File: config.mk
export PLATFORM = sky130hd
export DESIGN_NAME = font_rom_arbiter_flat
export DESIGN_NICKNAME = d
export VERILOG_FILES = /design/src/rtl/font_rom_arbiter_if.sv /design/src/rtl/font_rom_arbiter.sv /design/src/flat_wrapper.sv
export SDC_FILE = /design/constraint.sdc
export NUM_CORES = 1
export LEC_CHECK = 0
export BUFFER_PORTS_ARGS = -buffer_cell sky130_fd_sc_hd__buf_2
export CAP_MARGIN = 30
export CORE_MARGIN = 2
export CORE_UTILIZATION = 30
export DETAILED_ROUTE_END_ITERATION = 10
export REMOVE_ABC_BUFFERS = 1
export SYNTH_ARGS = -nofsm -noshare
export SYNTH_HDL_FRONTEND = slang
export SYNTH_SLANG_ARGS = --single-unit
export TNS_END_PERCENT = 30
File: constraint.sdc
create_clock -name clk -period 2.55 [get_ports clk]
set_input_delay 0.51 -clock clk [delete_from_list [all_inputs] [get_ports clk]]
set_output_delay 0.51 -clock clk [all_outputs]
set_load 0.01 [all_outputs]
File: src/rtl/font_rom_arbiter_if.sv
`default_nettype none
// ============================================================================
// font_rom_arbiter_if : requester/ROM bundle for the font ROM arbiter
// Rev 1.0
// ============================================================================
interface font_rom_arbiter_if #(
  parameter int ADDR_W = 11,
  parameter int DATA_W = 8
);
  logic              disp_req;
  logic [ADDR_W-1:0] disp_addr;
  logic [DATA_W-1:0] disp_data;
  logic              disp_vld;

  logic              bg_req;
  logic [ADDR_W-1:0] bg_addr;
  logic              bg_gnt;
  logic [DATA_W-1:0] bg_data;
  logic              bg_vld;

  logic              starve_clr;
  logic              bg_starve;

  logic [ADDR_W-1:0] rom_addr;
  logic [DATA_W-1:0] rom_data;

  // Arbiter side
  modport slave (
    input  disp_req, disp_addr, bg_req, bg_addr, starve_clr, rom_data,
    output disp_data, disp_vld, bg_gnt, bg_data, bg_vld, bg_starve, rom_addr
  );

  // Requesters + ROM side
  modport master (
    output disp_req, disp_addr, bg_req, bg_addr, starve_clr, rom_data,
    input  disp_data, disp_vld, bg_gnt, bg_data, bg_vld, bg_starve, rom_addr
  );
endinterface
`default_nettype wire

File: src/rtl/font_rom_arbiter.sv
`default_nettype none
// ============================================================================
// font_rom_arbiter : shares one font ROM between the display path (priority)
//                    and a background renderer; rows return by issue tag.
// Rev 1.0
// ============================================================================
module font_rom_arbiter #(
  parameter int ADDR_W     = 11,
  parameter int DATA_W     = 8,
  parameter int ROM_LAT    = 1,
  parameter int STARVE_LIM = 1024
) (
  input  logic              clk,
  input  logic              rst_n,
  font_rom_arbiter_if.slave bus
);

  localparam int TAG_D = ROM_LAT + 1;
  localparam int CNT_W = $clog2(STARVE_LIM + 1);
  localparam logic [CNT_W-1:0] CNT_LIM = CNT_W'(STARVE_LIM);
  localparam logic [CNT_W-1:0] CNT_ONE = CNT_W'(1);

  typedef enum logic [1:0] {
    ST_IDLE   = 2'd0,
    ST_WAIT   = 2'd1,
    ST_ISSUED = 2'd2
  } state_t;

  state_t            state_q, state_d;
  logic [CNT_W-1:0]  cnt_q, cnt_d;
  logic              starve_q, starve_d;
  logic [TAG_D-1:0]  tag_disp_q, tag_disp_d;
  logic [TAG_D-1:0]  tag_bg_q, tag_bg_d;
  logic [ADDR_W-1:0] rom_addr_q, rom_addr_d;
  logic [DATA_W-1:0] disp_data_q, disp_data_d;
  logic [DATA_W-1:0] bg_data_q, bg_data_d;
  logic              disp_vld_q, disp_vld_d;
  logic              bg_vld_q, bg_vld_d;
  logic              gnt;
  logic              disp_ret;
  logic              bg_ret;

  // Tags leaving the pipe line up with rom_data for the read they describe
  assign disp_ret = tag_disp_q[TAG_D-1];
  assign bg_ret   = tag_bg_q[TAG_D-1];

  always_comb begin
    state_d = state_q;
    cnt_d   = cnt_q;
    gnt     = 1'b0;
    case (state_q)
      ST_IDLE: begin
        if (bus.bg_req) begin
          if (!bus.disp_req) begin
            gnt     = 1'b1;
            state_d = ST_ISSUED;
            cnt_d   = '0;
          end else begin
            state_d = ST_WAIT;
            cnt_d   = CNT_ONE;
          end
        end
      end
      ST_WAIT: begin
        if (!bus.bg_req) begin
          state_d = ST_IDLE;
          cnt_d   = '0;
        end else if (!bus.disp_req) begin
          gnt     = 1'b1;
          state_d = ST_ISSUED;
          cnt_d   = '0;
        end else if (cnt_q != CNT_LIM) begin
          cnt_d = cnt_q + CNT_ONE;
        end
      end
      ST_ISSUED: begin
        if (bg_ret) begin
          state_d = ST_IDLE;
        end
      end
      default: begin
        state_d = ST_IDLE;
        cnt_d   = '0;
      end
    endcase
  end

  always_comb begin
    starve_d = starve_q;
    if (bus.starve_clr) begin
      starve_d = 1'b0;
    end else if ((cnt_d == CNT_LIM) && (cnt_q != CNT_LIM)) begin
      starve_d = 1'b1;
    end
  end

  always_comb begin
    rom_addr_d = rom_addr_q;
    if (bus.disp_req) begin
      rom_addr_d = bus.disp_addr;
    end else if (gnt) begin
      rom_addr_d = bus.bg_addr;
    end
    tag_disp_d = {tag_disp_q[TAG_D-2:0], bus.disp_req};
    tag_bg_d   = {tag_bg_q[TAG_D-2:0], gnt & ~bus.disp_req};
  end

  always_comb begin
    disp_vld_d  = disp_ret;
    bg_vld_d    = bg_ret;
    disp_data_d = disp_data_q;
    bg_data_d   = bg_data_q;
    if (disp_ret) begin
      disp_data_d = bus.rom_data;
    end
    if (bg_ret) begin
      bg_data_d = bus.rom_data;
    end
  end

  always_ff @(posedge clk or negedge rst_n) begin
    if (!rst_n) begin
      state_q     <= ST_IDLE;
      cnt_q       <= '0;
      starve_q    <= 1'b0;
      tag_disp_q  <= '0;
      tag_bg_q    <= '0;
      rom_addr_q  <= '0;
      disp_data_q <= '0;
      bg_data_q   <= '0;
      disp_vld_q  <= 1'b0;
      bg_vld_q    <= 1'b0;
    end else begin
      state_q     <= state_d;
      cnt_q       <= cnt_d;
      starve_q    <= starve_d;
      tag_disp_q  <= tag_disp_d;
      tag_bg_q    <= tag_bg_d;
      rom_addr_q  <= rom_addr_d;
      disp_data_q <= disp_data_d;
      bg_data_q   <= bg_data_d;
      disp_vld_q  <= disp_vld_d;
      bg_vld_q    <= bg_vld_d;
    end
  end

  // Grant is combinational from the requests, so hold it low while in reset
  assign bus.bg_gnt    = gnt & rst_n;
  assign bus.rom_addr  = rom_addr_q;
  assign bus.disp_data = disp_data_q;
  assign bus.disp_vld  = disp_vld_q;
  assign bus.bg_data   = bg_data_q;
  assign bus.bg_vld    = bg_vld_q;
  assign bus.bg_starve = starve_q;

endmodule
`default_nettype wire

File: src/flat_wrapper.sv
// flat-port wrapper written by rule: the top's interface ports become plain ports
module font_rom_arbiter_flat 
#(
  parameter int ADDR_W     = 11,
  parameter int DATA_W     = 8,
  parameter int ROM_LAT    = 1,
  parameter int STARVE_LIM = 1024
)
  (clk, rst_n, bus_disp_req, bus_disp_addr, bus_bg_req, bus_bg_addr, bus_starve_clr, bus_rom_data, bus_disp_data, bus_disp_vld, bus_bg_gnt, bus_bg_data, bus_bg_vld, bus_bg_starve, bus_rom_addr);
  font_rom_arbiter_if #(.ADDR_W(ADDR_W), .DATA_W(DATA_W)) bus_i ();
  input  logic clk;
  input  logic rst_n;
  input wire logic [$bits(bus_i.disp_req)-1:0] bus_disp_req;
  input wire logic [$bits(bus_i.disp_addr)-1:0] bus_disp_addr;
  input wire logic [$bits(bus_i.bg_req)-1:0] bus_bg_req;
  input wire logic [$bits(bus_i.bg_addr)-1:0] bus_bg_addr;
  input wire logic [$bits(bus_i.starve_clr)-1:0] bus_starve_clr;
  input wire logic [$bits(bus_i.rom_data)-1:0] bus_rom_data;
  output wire logic [$bits(bus_i.disp_data)-1:0] bus_disp_data;
  output wire logic [$bits(bus_i.disp_vld)-1:0] bus_disp_vld;
  output wire logic [$bits(bus_i.bg_gnt)-1:0] bus_bg_gnt;
  output wire logic [$bits(bus_i.bg_data)-1:0] bus_bg_data;
  output wire logic [$bits(bus_i.bg_vld)-1:0] bus_bg_vld;
  output wire logic [$bits(bus_i.bg_starve)-1:0] bus_bg_starve;
  output wire logic [$bits(bus_i.rom_addr)-1:0] bus_rom_addr;
  assign bus_i.disp_req = bus_disp_req;
  assign bus_i.disp_addr = bus_disp_addr;
  assign bus_i.bg_req = bus_bg_req;
  assign bus_i.bg_addr = bus_bg_addr;
  assign bus_i.starve_clr = bus_starve_clr;
  assign bus_i.rom_data = bus_rom_data;
  assign bus_disp_data = bus_i.disp_data;
  assign bus_disp_vld = bus_i.disp_vld;
  assign bus_bg_gnt = bus_i.bg_gnt;
  assign bus_bg_data = bus_i.bg_data;
  assign bus_bg_vld = bus_i.bg_vld;
  assign bus_bg_starve = bus_i.bg_starve;
  assign bus_rom_addr = bus_i.rom_addr;
  font_rom_arbiter #(.ADDR_W(ADDR_W), .DATA_W(DATA_W), .ROM_LAT(ROM_LAT), .STARVE_LIM(STARVE_LIM)) u_core (.clk(clk), .rst_n(rst_n), .bus(bus_i));
endmodule
# [Yosys cells after proc, flatten, opt, wreduce, memory -nomap -nowiden]
# Index checks and enable logic that the tools add are counted.
[op_classes] addsub=1 eq_ne=7 mux=19 bitwise=3 reduce_logical=6
[op_table] op="$mux W11" n=6
[op_table] op="$pmux W11 S3" n=1
[op_table] op="$add A11 B1 Y11 const B" n=1
[op_table] op="$eq A11 B11 Y1 const B" n=1
[op_table] op="$ne A11 B11 Y1 const B" n=1
[op_table] op="$mux W2" n=5
[op_table] op="$mux W1" n=6
[op_table] op="$pmux W2 S3" n=1
[op_table] op="$reduce_bool A2 Y1" n=2
[op_table] op="$ne A3 B3 Y1 const B" n=1
[op_table] op="$reduce_and A3 Y1" n=1
[op_table] op="$and A1 B1 Y1" n=2
[op_table] op="$eq A2 B1 Y1 const B" n=1
[op_table] op="$eq A2 B2 Y1 const B" n=1
[op_table] op="$logic_not A2 Y1" n=1
[op_table] op="$ne A2 B1 Y1 const B" n=1
[op_table] op="$ne A2 B2 Y1 const B" n=1
[op_table] op="$reduce_or A2 Y1" n=1
[op_table] op="$logic_and A1 B1 Y1" n=1
[op_table] op="$not A1 Y1" n=1
[word_totals] regBits=47 input_bits=35 out_inout_bits=31 elab_cells=46

# [Logic depth before layout (Yosys ltp)]
[depth] depth_word=9 mapped_depth=9 mapped_depth_nobuf=8

# [Least setup slack after synthesis]
# OpenSTA, ideal clock, no wires.
[synth_path] path_type="register to register" startpoint="register u_core.cnt_q[0]" endpoint="register u_core.starve_q, in the netlist u_core.bus.bg_starve" setup_time_ns=0.092 arrival_time_ns=1.982 required_ns=2.458 setup_slack_ns=0.476 stages_incl_launch_ff=10 n_path_buf=1 cell_sequence="dfrtp_1 buf_2 inv_1 ha_1 nor4b_4 and4_2 a21oi_1 o22ai_1 or4_1 o31ai_2"
[synth_between] elab_chain_cells=8 elab_cells_between_ends=10
[synth_rtl] element="start: declaration" line_no="font_rom_arbiter.sv:30" text="logic [CNT_W-1:0] cnt_q, cnt_d;"
[synth_rtl] element="start signal: assignment" line_no="font_rom_arbiter.sv:135" text="cnt_q <= cnt_d;"
[synth_rtl] element="$add A11 B1 Y11 or $ne A11 B11 Y1 (tied branches)" line_no="font_rom_arbiter.sv:73, font_rom_arbiter.sv:72"
[synth_rtl] element="$mux W11 *" line_no="font_rom_arbiter.sv:72" text="end else if (cnt_q != CNT_LIM) begin"
[synth_rtl] element="$mux W11 *" line_no="font_rom_arbiter.sv:68" text="end else if (!bus.disp_req) begin"
[synth_rtl] element="$mux W11 *" line_no="font_rom_arbiter.sv:65" text="if (!bus.bg_req) begin"
[synth_rtl] element="$pmux W11 S3 *" line_no="font_rom_arbiter.sv:51" text="case (state_q)"
[synth_rtl] element="via u_core.cnt_d[1]" line_no="font_rom_arbiter.sv:30"
[synth_rtl] element="$eq A11 B11 Y1 *" line_no="font_rom_arbiter.sv:92" text="end else if ((cnt_d == CNT_LIM) && (cnt_q != CNT_LIM)) begin"
[synth_rtl] element="$logic_and A1 B1 Y1 *" line_no="font_rom_arbiter.sv:92"
[synth_rtl] element="$reduce_bool A2 Y1 (no line) *"
[synth_rtl] element="end signal: assignment" line_no="font_rom_arbiter.sv:136" text="starve_q <= starve_d;"
[synth_rtl] element="end: declaration" line_no="font_rom_arbiter.sv:31" text="logic starve_q, starve_d;"
# The timed path passes the listed nets; every way through them passes the cells marked *.
# A chain may end at the register's enable or synchronous reset.

# [Final worst setup path]
# Ends and elaborated chain as after synthesis.

==> results.py <==
metrics = {
    "clocking": {
        "cts.sinks": 47,
        "postCtsHoldBufs": 0,
        "clock_latency_ps": 310,
        "path_clk_slew_ps": 100,
        "clock_path_buffers": 2,
        "cts_resized": 0,
        "h-tree-depth": 2,
        "tritoncts": "done",
        "clk_root_buffer_cell": "clkbuf_8",
        "postCtsSetupBuffers": 0,
        "cts_buffers": 5,
    },
    "worst_setup_path": {
        "slowest_delay_ps": 510,
        "crit_chain": "ha_1, and3_1, a31oi_1, o21ai_1, o21ai_0, or3b_2, o31ai_2",
        "start_kind": "flop",
        "cp.required_ps": 2770,
        "slowest_stage": "dfrtp_1",
        "crit_type": "reg2reg",
        "critPathBufInv": 0,
        "cp.arrival_ps": 2470,
        "cpLargestDelayFamily": "simple AND/OR/NAND/NOR gates",
        "path_max_fanout": 10,
        "crit_path_end_kind": "flop",
    },
    "placement": {
        "io_buffers": 65,
        "place_congestion": 0.857,
        "dp_slack_ps": 317,
        "place_hpwl_um": 3250,
    },
    "sta": {
        "fin_crit_sh_pct": 88.4,
        "finalSetupViolations": 0,
        "max_freq_ghz": 0.444,
        "tightest_slew_ps": 766,
        "period_minus_slack_ps": 2250,
        "maxSlewHeadroom_pct": 48.7,
        "hold_viol": 0,
        "fin_ws_ps": 296,
        "final_max_slew_viol_count": 0,
        "skew_ps": 8.45,
        "rsz0062_at_grt": "no",
        "setup_tns_ps": 0,
    },
    "power": {
        "p_seq_share_pct": 49.4,
        "max-vdd-ir-drop_uv": 276,
        "switching_share_pct": 31.5,
        "switching_power_uw": 614,
        "p_int_uw": 1330,
        "clockPowerShare_pct": 24.8,
        "p_per_area_nw_per_um2": 727,
        "combinationalPowerShare_pct": 25.8,
        "p_leak_uw": 0.00130,
    },
    "finish": {
        "layout_common_cells": "65 x buf_2, 47 x dfrtp_1, 24 x o21ai_0",
        "antenna_cells": 0,
        "syn2layout_area_growth_pct": 23.0,
        "drive_above_1_share_pct": 37.8,
        "final_util_pct": 37.5,
        "nets": 295,
        "layout_commonest_cell": "buf_2",
        "fillerInstances": 763,
    },
    "route": {
        "drt_pass1_iterations": 4,
        "ant_nets": 0,
        "wire_per_inst_um": 12.8,
        "drc": 0,
        "drtIter0Drc": 132,
        "wl_um": 4580,
        "viasPerCell": 4.71,
        "vias": 1685,
    },
    "synthesis": {
        "synth-seq-area-share_pct": 54.1,
        "synth_area_leaders": "dfrtp_1 54%, mux2_2 8.3%, o21ai_0 5.5%, mux2i_1 5.1%, nand2_1 3.1%",
        "async_flop_share_pct": 100,
        "synth_edf_count": 0,
        "synth_area_leader_cell": "dfrtp_1",
        "synth_top_area_share_pct": 54.1,
        "syn-instance-count": 197,
        "avgSynthCellArea_um2": 11.0,
        "ys_seq_elements": 47,
        "ys_types": 41,
        "ys_warn_count": 0,
        "netlist_area_um2": 2180,
        "synth_flop_cell": "dfrtp_1",
    },
    "die": {
        "dieArea_um2": 7950,
        "die_w_um": 89.2,
        "num_rows": 31,
        "io_pins": 66,
        "start_util_pct": 30.5,
        "core_um2": 7140,
        "die_y_um": 89.2,
    },
    "flow_run": {
        "drv_cap": 0,
    },
    "global_routing": {
        "grt_max_degree": 48,
        "grt_pass1_wl_um": 7310,
        "antenna_found_initial": 0,
        "first_global_vias": 1593,
        "grt_usage_pct": 12.0,
        "grt_overflow_total": 0,
    },
    "status": {
        "status": "completed",
    },
    "hold_path": {
        "hold_class": "in2async",
    },
}
-- per-stage QoR --
stage	power, µW	hold WS [ps]	cells	cell area (µm²)
global route	2070	351	358	2680
finish	1950	295	358	2680
CTS	1980	318	358	2680
detailed placement	1490	338	350	2580
global placement	1470	332	350	2580
floorplan	1270	214	183	2110
-- state kept, by name, indices dropped and copies added, names as in the netlist --
register              count
u_core.bus.rom_addr      11
u_core.cnt_q             11
u_core.bus.bg_data        8
u_core.bus.disp_data      8
u_core.state_q            2
u_core.tag_bg_q           2
u_core.tag_disp_q         2
u_core.bus.bg_starve      1
u_core.bus.bg_vld         1
u_core.bus.disp_vld       1
-- Yosys cell counts (3+ instances only) --
cell,number
nand2b_1,4
inv_1,5
a21oi_1,5
nand4_1,5
o21ai_0,24
clkbuf_1,8
nor2_1,7
nand3_1,4
dfrtp_1,47
mux2_2,16
o22ai_1,3
a31oi_1,3
nand2_1,18
buf_2,3
mux2i_1,11
-- worst register-to-register path: cells and delay by family (launching register included) --
kind            cells  cell delay, ps
simple gates        2             810
compound gates      4             580
fa+ha+maj           1             270
flops               1             510
-- cells by family (layout without fill, tap and decap cells) --
kind of cell	after synthesis	in the layout	share of synthesized area [%]
xor gates and xnor gates	3	3	1.21
AOI/OAI and AO/OA	43	43	11.3
and+or+nand+nor	56	56	15.0
buffers and inverters	19	81	3.97
adders and majority gates	2	2	1.15
muxes	27	27	13.3
DFF	47	47	54.1
-- per-layer routing --
metal,vias up,GRT usage (%),wire [µm]
li1,821,-,-
met1,791,14.9,2050
met2,71,19.9,2170
met3,2,3.23,333
met4,0,4.48,31
met5,-,0,0
-- power by group through the flow --
stage | sequential, µW | combinational, µW | clock, µW
after floorplan | 1020 | 249 | 0
after global placement | 976 | 499 | 0
after detailed placement | 979 | 511 | 0
after CTS | 966 | 511 | 504
after global routing | 983 | 554 | 534
final | 962 | 502 | 482
-- final timing paths --
| path | startpoint | endpoint | slack [ps] | cells after the start |
|---|---|---|---|---|
| max | u_core.cnt_q[0] | u_core.bus.bg_starve | 300 | 7 |
| min | rst_n | u_core.tag_bg_q[1] | 300 | 2 |
| max reg2reg | u_core.cnt_q[0] | u_core.bus.bg_starve | 300 | 7 |
| min reg2reg | u_core.tag_bg_q[0] | u_core.tag_bg_q[1] | 360 | 0 |
| max in group asynchronous | rst_n | u_core.bus.rom_addr[7] | 1870 | 2 |
| min in group clk | u_core.tag_bg_q[0] | u_core.tag_bg_q[1] | 360 | 0 |
-- final cells by class --
| cell class | instances | area (µm²) | area share (%) |
|---|---|---|---|
| Tap cell | 99 | 124 | 4.63 |
| Inverter | 5 | 18.8 | 0.701 |
| Timing Repair Buffer | 68 | 348 | 13.0 |
| Sequential cell | 47 | 1180 | 43.9 |
| Clock buffer | 5 | 68.8 | 2.57 |
| Clock inverter | 3 | 27.5 | 1.03 |
| Multi-Input combinational cell | 131 | 913 | 34.1 |
No activity file was read; power rests on OpenSTA's default activity.
